$ cat src/rtl/nxn_game_ctrl.sv
// N x N, K-in-a-row two-player game controller with registered board and result.
// Latency: a move accepted at edge E0 is checked over E1..E4; next move earliest at E5.
// Backpressure: moves are only taken in WAIT states; illegal moves pulse moveErr, others are dropped.
module nxn_game_ctrl #(
  parameter  int N  = 3,
  parameter  int K  = 3,
  localparam int RW = (N < 2) ? 1 : $clog2(N),
  localparam int CW = $clog2(N*N+1)
) (
  input  logic              ph1,
  input  logic              reset,
  input  logic              isPlayer1Start,
  input  logic              playerWrite,
  input  logic [RW-1:0]     playerRow,
  input  logic [RW-1:0]     playerCol,
  output logic [2*N*N-1:0]  gBoard,
  output logic [2:0]        outputState,
  output logic              gameIsDone,
  output logic [1:0]        winner,
  output logic              moveErr,
  output logic [CW-1:0]     moveCount
);

  typedef enum logic [2:0] {
    S_IDLE    = 3'b000,
    S_WAIT_P1 = 3'b001,
    S_WAIT_P2 = 3'b010,
    S_CHECK   = 3'b011,
    S_DONE    = 3'b100
  } state_t;

  localparam logic [1:0] C_P1   = 2'b11;
  localparam logic [1:0] C_P2   = 2'b10;
  localparam logic [1:0] C_TIE  = 2'b01;
  localparam logic [1:0] C_NONE = 2'b00;

  state_t              r_state;
  state_t              w_state_nxt;
  logic [2*N*N-1:0]    r_board;
  logic [CW-1:0]       r_cnt;
  logic [1:0]          r_winner;
  logic                r_move_err;
  logic [1:0]          r_dir;
  logic                r_win;
  logic [RW-1:0]       r_lrow;
  logic [RW-1:0]       r_lcol;
  logic [1:0]          r_lplayer;

  logic                w_in_range;
  logic                w_legal;
  logic [1:0]          w_mover;
  logic                w_accept;
  logic                w_err;
  logic                w_hit;
  logic                w_win_any;
  int                  w_dr;
  int                  w_dc;

  // Off-board coordinates read as empty, so they never extend a run.
  function automatic logic [1:0] cell_at(input logic [2*N*N-1:0] b, input int rr, input int cc);
    logic [1:0] v;
    v = C_NONE;
    for (int r = 0; r < N; r++)
      for (int c = 0; c < N; c++)
        if (r == rr && c == cc) v = b[2*(r*N+c) +: 2];
    return v;
  endfunction

  // Contiguous run through (r0,c0) along (dr,dc), counting both senses plus the origin cell.
  function automatic int run_len(input logic [2*N*N-1:0] b, input int r0, input int c0,
                                 input logic [1:0] code, input int dr, input int dc);
    int   len;
    logic go_f;
    logic go_b;
    len  = 1;
    go_f = 1'b1;
    go_b = 1'b1;
    for (int i = 1; i < N; i++) begin
      if (go_f && cell_at(b, r0 + i*dr, c0 + i*dc) == code) len++;
      else go_f = 1'b0;
      if (go_b && cell_at(b, r0 - i*dr, c0 - i*dc) == code) len++;
      else go_b = 1'b0;
    end
    return len;
  endfunction

  // Move legality, mover code and the run check for the current direction.
  always_comb begin
    w_in_range = (int'(playerRow) < N) && (int'(playerCol) < N);
    w_legal    = playerWrite && w_in_range &&
                 (cell_at(r_board, int'(playerRow), int'(playerCol)) == C_NONE);
    w_mover    = (r_state == S_WAIT_P1) ? C_P1 : C_P2;
    w_dr = 0;
    w_dc = 1;
    case (r_dir)
      2'd1:    begin w_dr = 1; w_dc = 0;  end
      2'd2:    begin w_dr = 1; w_dc = 1;  end
      2'd3:    begin w_dr = 1; w_dc = -1; end
      default: begin w_dr = 0; w_dc = 1;  end
    endcase
    w_hit     = run_len(r_board, int'(r_lrow), int'(r_lcol), r_lplayer, w_dr, w_dc) >= K;
    w_win_any = r_win | w_hit;
  end

  // Next-state logic and per-cycle accept/error decisions.
  always_comb begin
    w_state_nxt = r_state;
    w_accept    = 1'b0;
    w_err       = 1'b0;
    case (r_state)
      S_IDLE:    w_state_nxt = isPlayer1Start ? S_WAIT_P1 : S_WAIT_P2;
      S_WAIT_P1,
      S_WAIT_P2: begin
        if (playerWrite) begin
          if (w_legal) begin
            w_accept    = 1'b1;
            w_state_nxt = S_CHECK;
          end else begin
            w_err = 1'b1;
          end
        end
      end
      S_CHECK: begin
        if (r_dir == 2'd3) begin
          if (w_win_any || r_cnt == CW'(N*N)) w_state_nxt = S_DONE;
          else w_state_nxt = (r_lplayer == C_P1) ? S_WAIT_P2 : S_WAIT_P1;
        end
      end
      S_DONE:    w_state_nxt = S_DONE;
      default:   w_state_nxt = S_IDLE;
    endcase
  end

  // State register.
  always_ff @(posedge ph1) begin
    if (reset) r_state <= S_IDLE;
    else       r_state <= w_state_nxt;
  end

  // Board, counters, last-move record, check progress and result registers.
  always_ff @(posedge ph1) begin
    if (reset) begin
      r_board    <= '0;
      r_cnt      <= '0;
      r_winner   <= C_NONE;
      r_move_err <= 1'b0;
      r_dir      <= 2'd0;
      r_win      <= 1'b0;
      r_lrow     <= '0;
      r_lcol     <= '0;
      r_lplayer  <= C_NONE;
    end else begin
      r_move_err <= w_err;
      if (w_accept) begin
        for (int r = 0; r < N; r++)
          for (int c = 0; c < N; c++)
            if (playerRow == RW'(r) && playerCol == RW'(c))
              r_board[2*(r*N+c) +: 2] <= w_mover;
        r_cnt     <= r_cnt + CW'(1);
        r_lrow    <= playerRow;
        r_lcol    <= playerCol;
        r_lplayer <= w_mover;
        r_dir     <= 2'd0;
        r_win     <= 1'b0;
      end
      if (r_state == S_CHECK) begin
        r_dir <= r_dir + 2'd1;
        r_win <= w_win_any;
        // A win outranks a full board, so a winning last move is never a tie.
        if (r_dir == 2'd3) begin
          if (w_win_any)                 r_winner <= r_lplayer;
          else if (r_cnt == CW'(N*N))    r_winner <= C_TIE;
        end
      end
    end
  end

  assign gBoard      = r_board;
  assign outputState = r_state;
  assign gameIsDone  = (r_state == S_DONE);
  assign winner      = r_winner;
  assign moveErr     = r_move_err;
  assign moveCount   = r_cnt;

endmodule

$ cat config.mk
export PLATFORM = sky130hd
export DESIGN_NAME = nxn_game_ctrl
export DESIGN_NICKNAME = d
export VERILOG_FILES = /design/src/rtl/nxn_game_ctrl.sv
export SDC_FILE = /design/constraint.sdc
export NUM_CORES = 1
export LEC_CHECK = 0
export ABC_AREA = 1
export BUFFER_PORTS_ARGS = -buffer_cell sky130_fd_sc_hd__buf_2
export CAP_MARGIN = 20
export CORE_MARGIN = 8
export CORE_UTILIZATION = 60
export CTS_CLUSTER_DIAMETER = 60
export DETAILED_ROUTE_END_ITERATION = 8
export MAX_ROUTING_LAYER = met4
export PLACE_DENSITY_LB_ADDON = 0.3
export SLEW_MARGIN = 10
export SYNTH_ARGS = -nofsm -noshare
export SYNTH_HDL_FRONTEND = slang
export SYNTH_SLANG_ARGS = --single-unit
$ cat constraint.sdc
create_clock -name ph1 -period 9.1 [get_ports ph1]
set_input_delay 0.91 -clock ph1 [delete_from_list [all_inputs] [get_ports ph1]]
set_output_delay 0.91 -clock ph1 [all_outputs]
set_load 0.02 [all_outputs]
==> results of run 1 <==
-- report_power, final --
group          switching, mW  internal (mW)  total (mW)
Clock                 0.0627         0.0600       0.123
Combinational          0.306          0.142       0.448
Sequential            0.0211          0.177       0.198
Total                  0.390          0.379       0.769
-- kinds of logic after synthesis --
group,count (synthesis)
compound gates,79
xor+xnor,1
fa+ha+maj,32
buf+inv,120
flops,37
simple gates,318
-- worst max-delay path by stage --
| stage | start | endpoint | depth (start not counted) |
|---|---|---|---|
| 6_report | r_dir[1]$_SDFFE_PP0P_ | winner[1]$_SDFFE_PP0P_ | 31 |
| 5_1_grt | r_dir[1]$_SDFFE_PP0P_ | winner[1]$_SDFFE_PP0P_ | 30 |
| 4_1_cts | r_dir[1]$_SDFFE_PP0P_ | winner[1]$_SDFFE_PP0P_ | 31 |
| 3_5_place_dp | r_dir[1]$_SDFFE_PP0P_ | outputState[2]$_SDFFE_PP0P_ | 31 |
| 3_3_place_gp | r_dir[0]$_SDFFE_PP0P_ | winner[1]$_SDFFE_PP0P_ | 31 |
| 2_1_floorplan | r_dir[1]$_SDFFE_PP0P_ | winner[1]$_SDFFE_PP0P_ | 31 |
-- flip-flops by register name (all words and copies together), names as in the netlist --
name	count
gBoard	18
moveCount	4
moveErr	1
outputState	3
r_dir	2
r_lcol	2
r_lplayer	2
r_lrow	2
r_win	1
winner	2
-- layout by cell type, fill, tap and decap left out, types with 4 or more instances in the layout --
cell type	Yosys	final
nor3_1	11	11
inv_1	104	104
dfxtp_1	37	37
o21ai_0	20	20
nor2_1	60	60
clkbuf_8	0	6
nand3_2	5	5
nand4_1	24	24
nor2_2	6	6
a21oi_1	44	44
ha_1	30	30
nand3_1	48	48
buf_2	0	36
o22ai_1	4	4
nand2_1	144	144
inv_2	9	9
nand2_2	8	8
-- per-stage QoR --
stage / utilization (%) / instance area (um2) / std cells / worst slack (ps) / hold WS [ps]
after floorplan: - / 3510 / 587 / 5040 / 492
after global placement: 65.0 / 3750 / 692 / 4700 / 470
after detailed placement: 65.0 / 3750 / 692 / 4490 / 481
after CTS: 66.5 / 3840 / 699 / 4470 / 496
after global routing: 66.5 / 3840 / 699 / 3960 / 517
final: 66.5 / 3840 / 699 / 4400 / 501
-- worst max-delay path, delay by kind of cell, from the launching register on --
kind | cells | cell delay, ps
buf+inv | 4 | 360
fa+ha+maj | 5 | 1580
flops | 1 | 350
simple gates | 22 | 2380
-- final cells by class --
class	instances	area, um2	share of cell area [%]
clock buffer	6	82.6	2.15
clock inverter	1	7.51	0.195
inverter	114	428	11.1
multi-input combinational	430	2310	60.1
sequential	37	741	19.3
tap	75	93.8	2.44
timing repair buffer	36	180	4.69
-- routing by layer --
layer | routed length, um | share of wire [%] | GRT usage [%] | up-vias
met1 | 4630 | 46 | 30.1 | 1763
met2 | 4730 | 47 | 40.9 | 157
met3 | 600 | 5.9 | 2.91 | 15
met5 | 0 | 0 | - | -
li1 | - | - | - | 1955
met4 | 180 | 1.8 | 7.65 | 0
==> run metrics, run 1 <==
FILL cells roughly 570; gr usage total 24.5%; Reg clk slew, reported paths 80 ps; Worst Tran Pin Value 902 ps; Max Cap Viol 0; Async S/R FF share, synth 0%; Synth Area in Compound Gates 12.1%; Die Ht a little over 90 um; Ys Warns 0; reg2reg start r_dir[1]$_SDFFE_PP0P_; slew margin rel. a little under 40%; Setup crit start kind flip-flop; Hold Startpoint winner[1]$_SDFFE_PP0P_; # nets final 664; Final HPWL DP 8.20 mm; Max rail drop VDD 0.163 mV; final wirelength 10.1 mm; vias 3890; Slew Viols, Final 0; drt initial violations 261; HP Class reg -> reg; top_reg_cell synth dfxtp_1; critical path peak fanout 4; static leakage approximately 1.9 nW; Clock Tree Root clkbuf_8; drt via density 5.57; area leader, netlist dfxtp_1; setup bufs post-CTS 0; Synth top cells by count nand2_1, inv_1, nor2_1; CP most frequent cell nand2_1; I/O pins 37; Clock Latency Late Sink 290 ps; H-tree depth 2; Wirelength per Cell 14.5 um; RSZ-0062 raised after global routing false; core area 5780 um2; Area Overhead vs Synth 9.52%; top cell type's share of synthesized area a little over a fifth; Initial Util about three fifths; simple-gate share of the synthesized area 41.7%; ANT nets after route 0; CTS Hold Buffers Added 0; ant diodes 0; period utilization 51.7%; Cells after Synth 587; Pre-antenna DRT Iters 5; Critical-path top delay cell fa_1; total gr overflow 0; Worst EP arrival 4940 ps; TritonCTS buffer count 5; Die ar. 8560 um2; ratio of cells with drive above 1 in the final layout 12.8%; CTS resizes 0; Worst path max stage delay 510 ps; Critical Path End Type flip-flop; Distinct cells, synth 35; max frequency 213 MHz; Crit Path Class reg -> reg; Reg2Reg Depth 31; XOR/XNOR Fraction of Synth Area less than 1%; number of synthesized register bits 37; largest cells by area after synthesis dfxtp_1, nand2_1, inv_1, ha_1, nand3_1; worst flop-to-flop path endpoint winner[1]$_SDFFE_PP0P_; Power Total 769 uW; port bufs 36; setup_tns 0 ps; outcome complete, no violations; largest family of logic cells by synthesized area simple AND/OR/NAND/NOR gates; Die Span X 92.5 um; CTS tree yes; number of synthesized flops with an enable pin 0; GP Congestion 0.961; Hold Fails Final Rpt 0; min Tclk post-route 4700 ps; Avg Inst Size Synth 5.98 um2; synthesized cell area 3510 um2; Hold Path Stages 2; CTS sink count 37; Bufs on Longest Clock Path 2; DRC 0; fraction of the yosys area taken by sequential cells 21.1%; Final setup viols 0; PD cells 200 nW/um2; initial antenna violation count 0; first-pass GRT wire length between 15 and 20 mm; syn_nets 627; skew final between 4 and 5 ps; Rows 28; Hold EP winner[1]$_SDFFE_PP0P_; adder-cell share of the synthesized area around an eighth; post-synthesis mux area share 0%; Crit path required time 9330 ps; vias in the first global route 3751; largest net degree at the start of global routing 28; most frequent cell after synthesis nand2_1; register-to-register setup slack between 4000 and 5000 ps
No activity file was read; power rests on OpenSTA's default activity.
==> run 2, diff against run 1 <==
--- a/config.mk
+++ b/config.mk
@@ -5,11 +5,11 @@
 export SDC_FILE = /design/constraint.sdc
 export NUM_CORES = 1
 export LEC_CHECK = 0
-export ABC_AREA = 1
+export ABC_AREA = 0
 export BUFFER_PORTS_ARGS = -buffer_cell sky130_fd_sc_hd__buf_2
 export CAP_MARGIN = 20
 export CORE_MARGIN = 8
-export CORE_UTILIZATION = 60
+export CORE_UTILIZATION = 54
 export CTS_CLUSTER_DIAMETER = 60
 export DETAILED_ROUTE_END_ITERATION = 8
 export MAX_ROUTING_LAYER = met4
==> constraint.sdc (replaced) <==
create_clock -name ph1 -period 4.1 [get_ports ph1]
set_input_delay 0.41 -clock ph1 [delete_from_list [all_inputs] [get_ports ph1]]
set_output_delay 0.41 -clock ph1 [all_outputs]
set_load 0.02 [all_outputs]
==> run 2 against run 1 <==
Net effect: the run now ends with setup timing left; combinational power rose by 20%; setup slack got worse by 5300 ps; clock power rose by 100%; clock skew rose by 11 ps; critical path type unchanged; highest routed layer unchanged.
==> run metrics, run 2 <==
outcome finished, violations left (was complete, no violations); failing checks setup timing; CP most frequent cell ha_4 (was nand2_1); Avg Inst Size Synth 7.48 um2 (was 5.98 um2); Final HPWL DP 7.98 mm (was 8.20 mm); ANT nets after route 0 (unchanged); cell family with most CP delay simple AND/OR/NAND/NOR gates (unchanged); final hold slack 350 ps (was 501 ps); adder-cell share of the synthesized area 12.7% (was 11.8%); first-pass GRT wire length 17.6 mm (was 16.9 mm); H-tree depth 2 (unchanged); critical path peak fanout 4 (unchanged); HP Class in -> reg (was reg -> reg); Reg clk slew, reported paths 80 ps (about the same); most frequent cell after synthesis nor2_1 (was nand2_1); core area 5890 um2 (was 5780 um2); Crit Path Class reg -> reg (unchanged); commonest non-fill, non-tap cell in the layout buf_4 (was nand2_1); max frequency 200 MHz (was 213 MHz); static leakage 1.83 nW (was 1.86 nW); total gr overflow 0 (unchanged); max FFs per register 18 (unchanged); Cells after Synth 438 (was 587); number of synthesized register bits 37 (unchanged); slew margin rel. 46.4% (was 39.6%); Setup crit start kind flip-flop (unchanged); Die Ht 93.9 um (was 92.5 um); TritonCTS buffer count 5 (unchanged); drt initial violations 366 (was 261); final wirelength 10.9 mm (was 10.1 mm); Wirelength per Cell 18.2 um (was 14.5 um); Async S/R FF share, synth 0% (unchanged); Area Overhead vs Synth 29.8% (was 9.52%); largest cells by area after synthesis dfxtp_1, ha_1, nor2_1, a21oi_1, o21ai_0 (was dfxtp_1, nand2_1, inv_1, ha_1, nand3_1); top cell type's share of synthesized area 22.6% (was 21.1%); Max Cap Viol 0 (unchanged); number of synthesized flops with an enable pin 0 (unchanged); Rows 28 (unchanged); synthesized cell area 3270 um2 (was 3510 um2); post-synthesis mux area share 4.05% (was 0%); Synth Area in Compound Gates 24.9% (was 12.1%); syn_nets 478 (was 627); PD cells 278 nW/um2 (was 200 nW/um2); DRC 0 (unchanged); simple-gate share of the synthesized area 27.9% (was 41.7%); I/O pins 37 (unchanged); Worst Tran Pin Value 797 ps (was 902 ps); GP Congestion 1.02 (was 0.961); Final setup viols 6 (was 0); Clock Tree Root clkbuf_8 (unchanged); vias 3743 (was 3890); Distinct cells, synth 67 (was 35); Die Span X 93.9 um (was 92.5 um); Pre-antenna DRT Iters 5 (unchanged); Clock Latency Late Sink 300 ps (was 290 ps); # nets final 567 (was 664); Place WS -889 ps (was 4490 ps); worst-path cell chain ha_4, inv_4, ha_4, ha_4, a21oi_2, ha_2, or4b_4, or4_4, or3_4, a32o_2, nor4_4, a21oi_2, nor2_1, fa_1, buf_4, inv_2, o22ai_2, buf_4, o41ai_4, or3_1, o311a_1; Critical Path End Type flip-flop (unchanged); ant diodes 0 (unchanged); Worst EP arrival 5250 ps (was 4940 ps); largest family of logic cells by synthesized area simple AND/OR/NAND/NOR gates (unchanged); period utilization 122% (was 51.7%); vias in the first global route 3556 (was 3751); CTS sink count 37 (unchanged); gr usage total 25.4% (was 24.5%); most frequent cells in the layout buf_4, nor2_1, a21oi_1, buf_2, dfxtp_1 (was nand2_1, inv_1, nor2_1, nand3_1, a21oi_1); area leader, netlist dfxtp_1 (unchanged); top_reg_cell synth dfxtp_1 (unchanged); Initial Util 55.6% (was 60.7%); fraction of the yosys area taken by sequential cells 22.6% (was 21.1%); RSZ-0062 raised after global routing true (was false); Worst Path Buf+Inv 4 (unchanged); skew final 15.7 ps (was 4.33 ps); Worst path max stage delay 530 ps (was 510 ps); port bufs 36 (unchanged); largest net degree at the start of global routing 39 (was 28); Die ar. 8810 um2 (was 8560 um2); Synth top cells by count nor2_1, a21oi_1, dfxtp_1 (was nand2_1, inv_1, nor2_1); Ys Warns 0 (unchanged); Crit path required time 4350 ps (was 9330 ps); initial antenna violation count 0 (unchanged); drt via density 6.21 (was 5.57); Bufs on Longest Clock Path 2 (unchanged); Max rail drop VDD 0.325 mV (was 0.163 mV); Slew Viols, Final 0 (unchanged); min Tclk post-route 5000 ps (was 4700 ps); ratio of cells with drive above 1 in the final layout 29.4% (was 12.8%); post-route setup slack -903 ps (was 4400 ps); CTS tree yes (unchanged); XOR/XNOR Fraction of Synth Area 2.14% (was 0.249%); Critical-path top delay cell or4_4 (was fa_1); Hold Fails Final Rpt 0 (unchanged)
-- run 2: metrics by stage --
stage / instances / area (um2) / utilization (%) / power [mW] / setup TNS [ps]
floorplan: 438 / 3350 / - / 0.689 / -4060
global placement: 587 / 4010 / 68.0 / 0.845 / -4160
detailed placement: 587 / 4010 / 68.0 / 0.858 / -5030
CTS: 601 / 4180 / 71.0 / 1.15 / -4660
global route: 603 / 4250 / 72.2 / 1.24 / -6300
finish: 603 / 4250 / 72.2 / 1.18 / -5210
-- run 2: repair_timing --
action                     4_1_cts  5_1_grt
setup endpoints to repair        6        6
gates resized for setup         15       13
hold buffers                     0        0
pin swaps                       13        3
setup buffers                    6        2
gates cloned                     0        0
hold endpoints to repair         0        0
-- run 2: logic make-up after synthesis --
kind of cell    after synthesis
simple gates                178
mux                          13
buf+inv                      50
fa+ha+maj                    32
xor+xnor                      8
compound gates              120
flops                        37
-- run 2: final cells by class --
class	instances	area [um2]
sequential	37	749
inverter	24	97.6
fill	484	1630
timing repair buffer	108	724
tap	75	93.8
multi-input combinational	351	2500
clock buffer	6	72.6
clock inverter	2	10.0
-- run 2: report_power, final --
| part | total (mW) | switching [mW] | leakage [nW] | internal (mW) |
|---|---|---|---|---|
| sequential | 0.394 | 0.0233 | 0.301 | 0.370 |
| clock | 0.252 | 0.134 | 0.0450 | 0.118 |
| combinational | 0.538 | 0.283 | 1.48 | 0.256 |
-- run 2: worst register-to-register path, cell delays in order (launching register included) --
cell     delay, ps
dfxtp_4        390
ha_4           150
inv_4           40
ha_4           250
ha_4           120
a21oi_2         30
ha_2           160
or4b_4         480
or4_4          530
or3_4          380
a32o_2         310
nor4_4         290
a21oi_2         70
nor2_1         140
fa_1           480
buf_4          170
inv_2           40
o22ai_2         80
buf_4          150
o41ai_4        340
or3_1          190
o311a_1        160
-- run 2: worst paths after layout --
path	startpoint	end	slack (ps)	cells past startpoint
max	r_dir[1]$_SDFFE_PP0P_	winner[0]$_SDFFE_PP0P_	-900	21
min	playerWrite	moveErr$_SDFF_PP0_	350	2
max reg2reg	r_dir[1]$_SDFFE_PP0P_	winner[0]$_SDFFE_PP0P_	-900	21
min reg2reg	winner[1]$_SDFFE_PP0P_	winner[1]$_SDFFE_PP0P_	490	2
-- run 2: layer usage --
layer	share of wire, %	vias up	track usage (%)
li1	-	1776	-
met1	43	1766	31.0
met2	47	172	41.5
met3	6.7	29	2.88
met4	3.1	0	10.2
met5	0	-	-
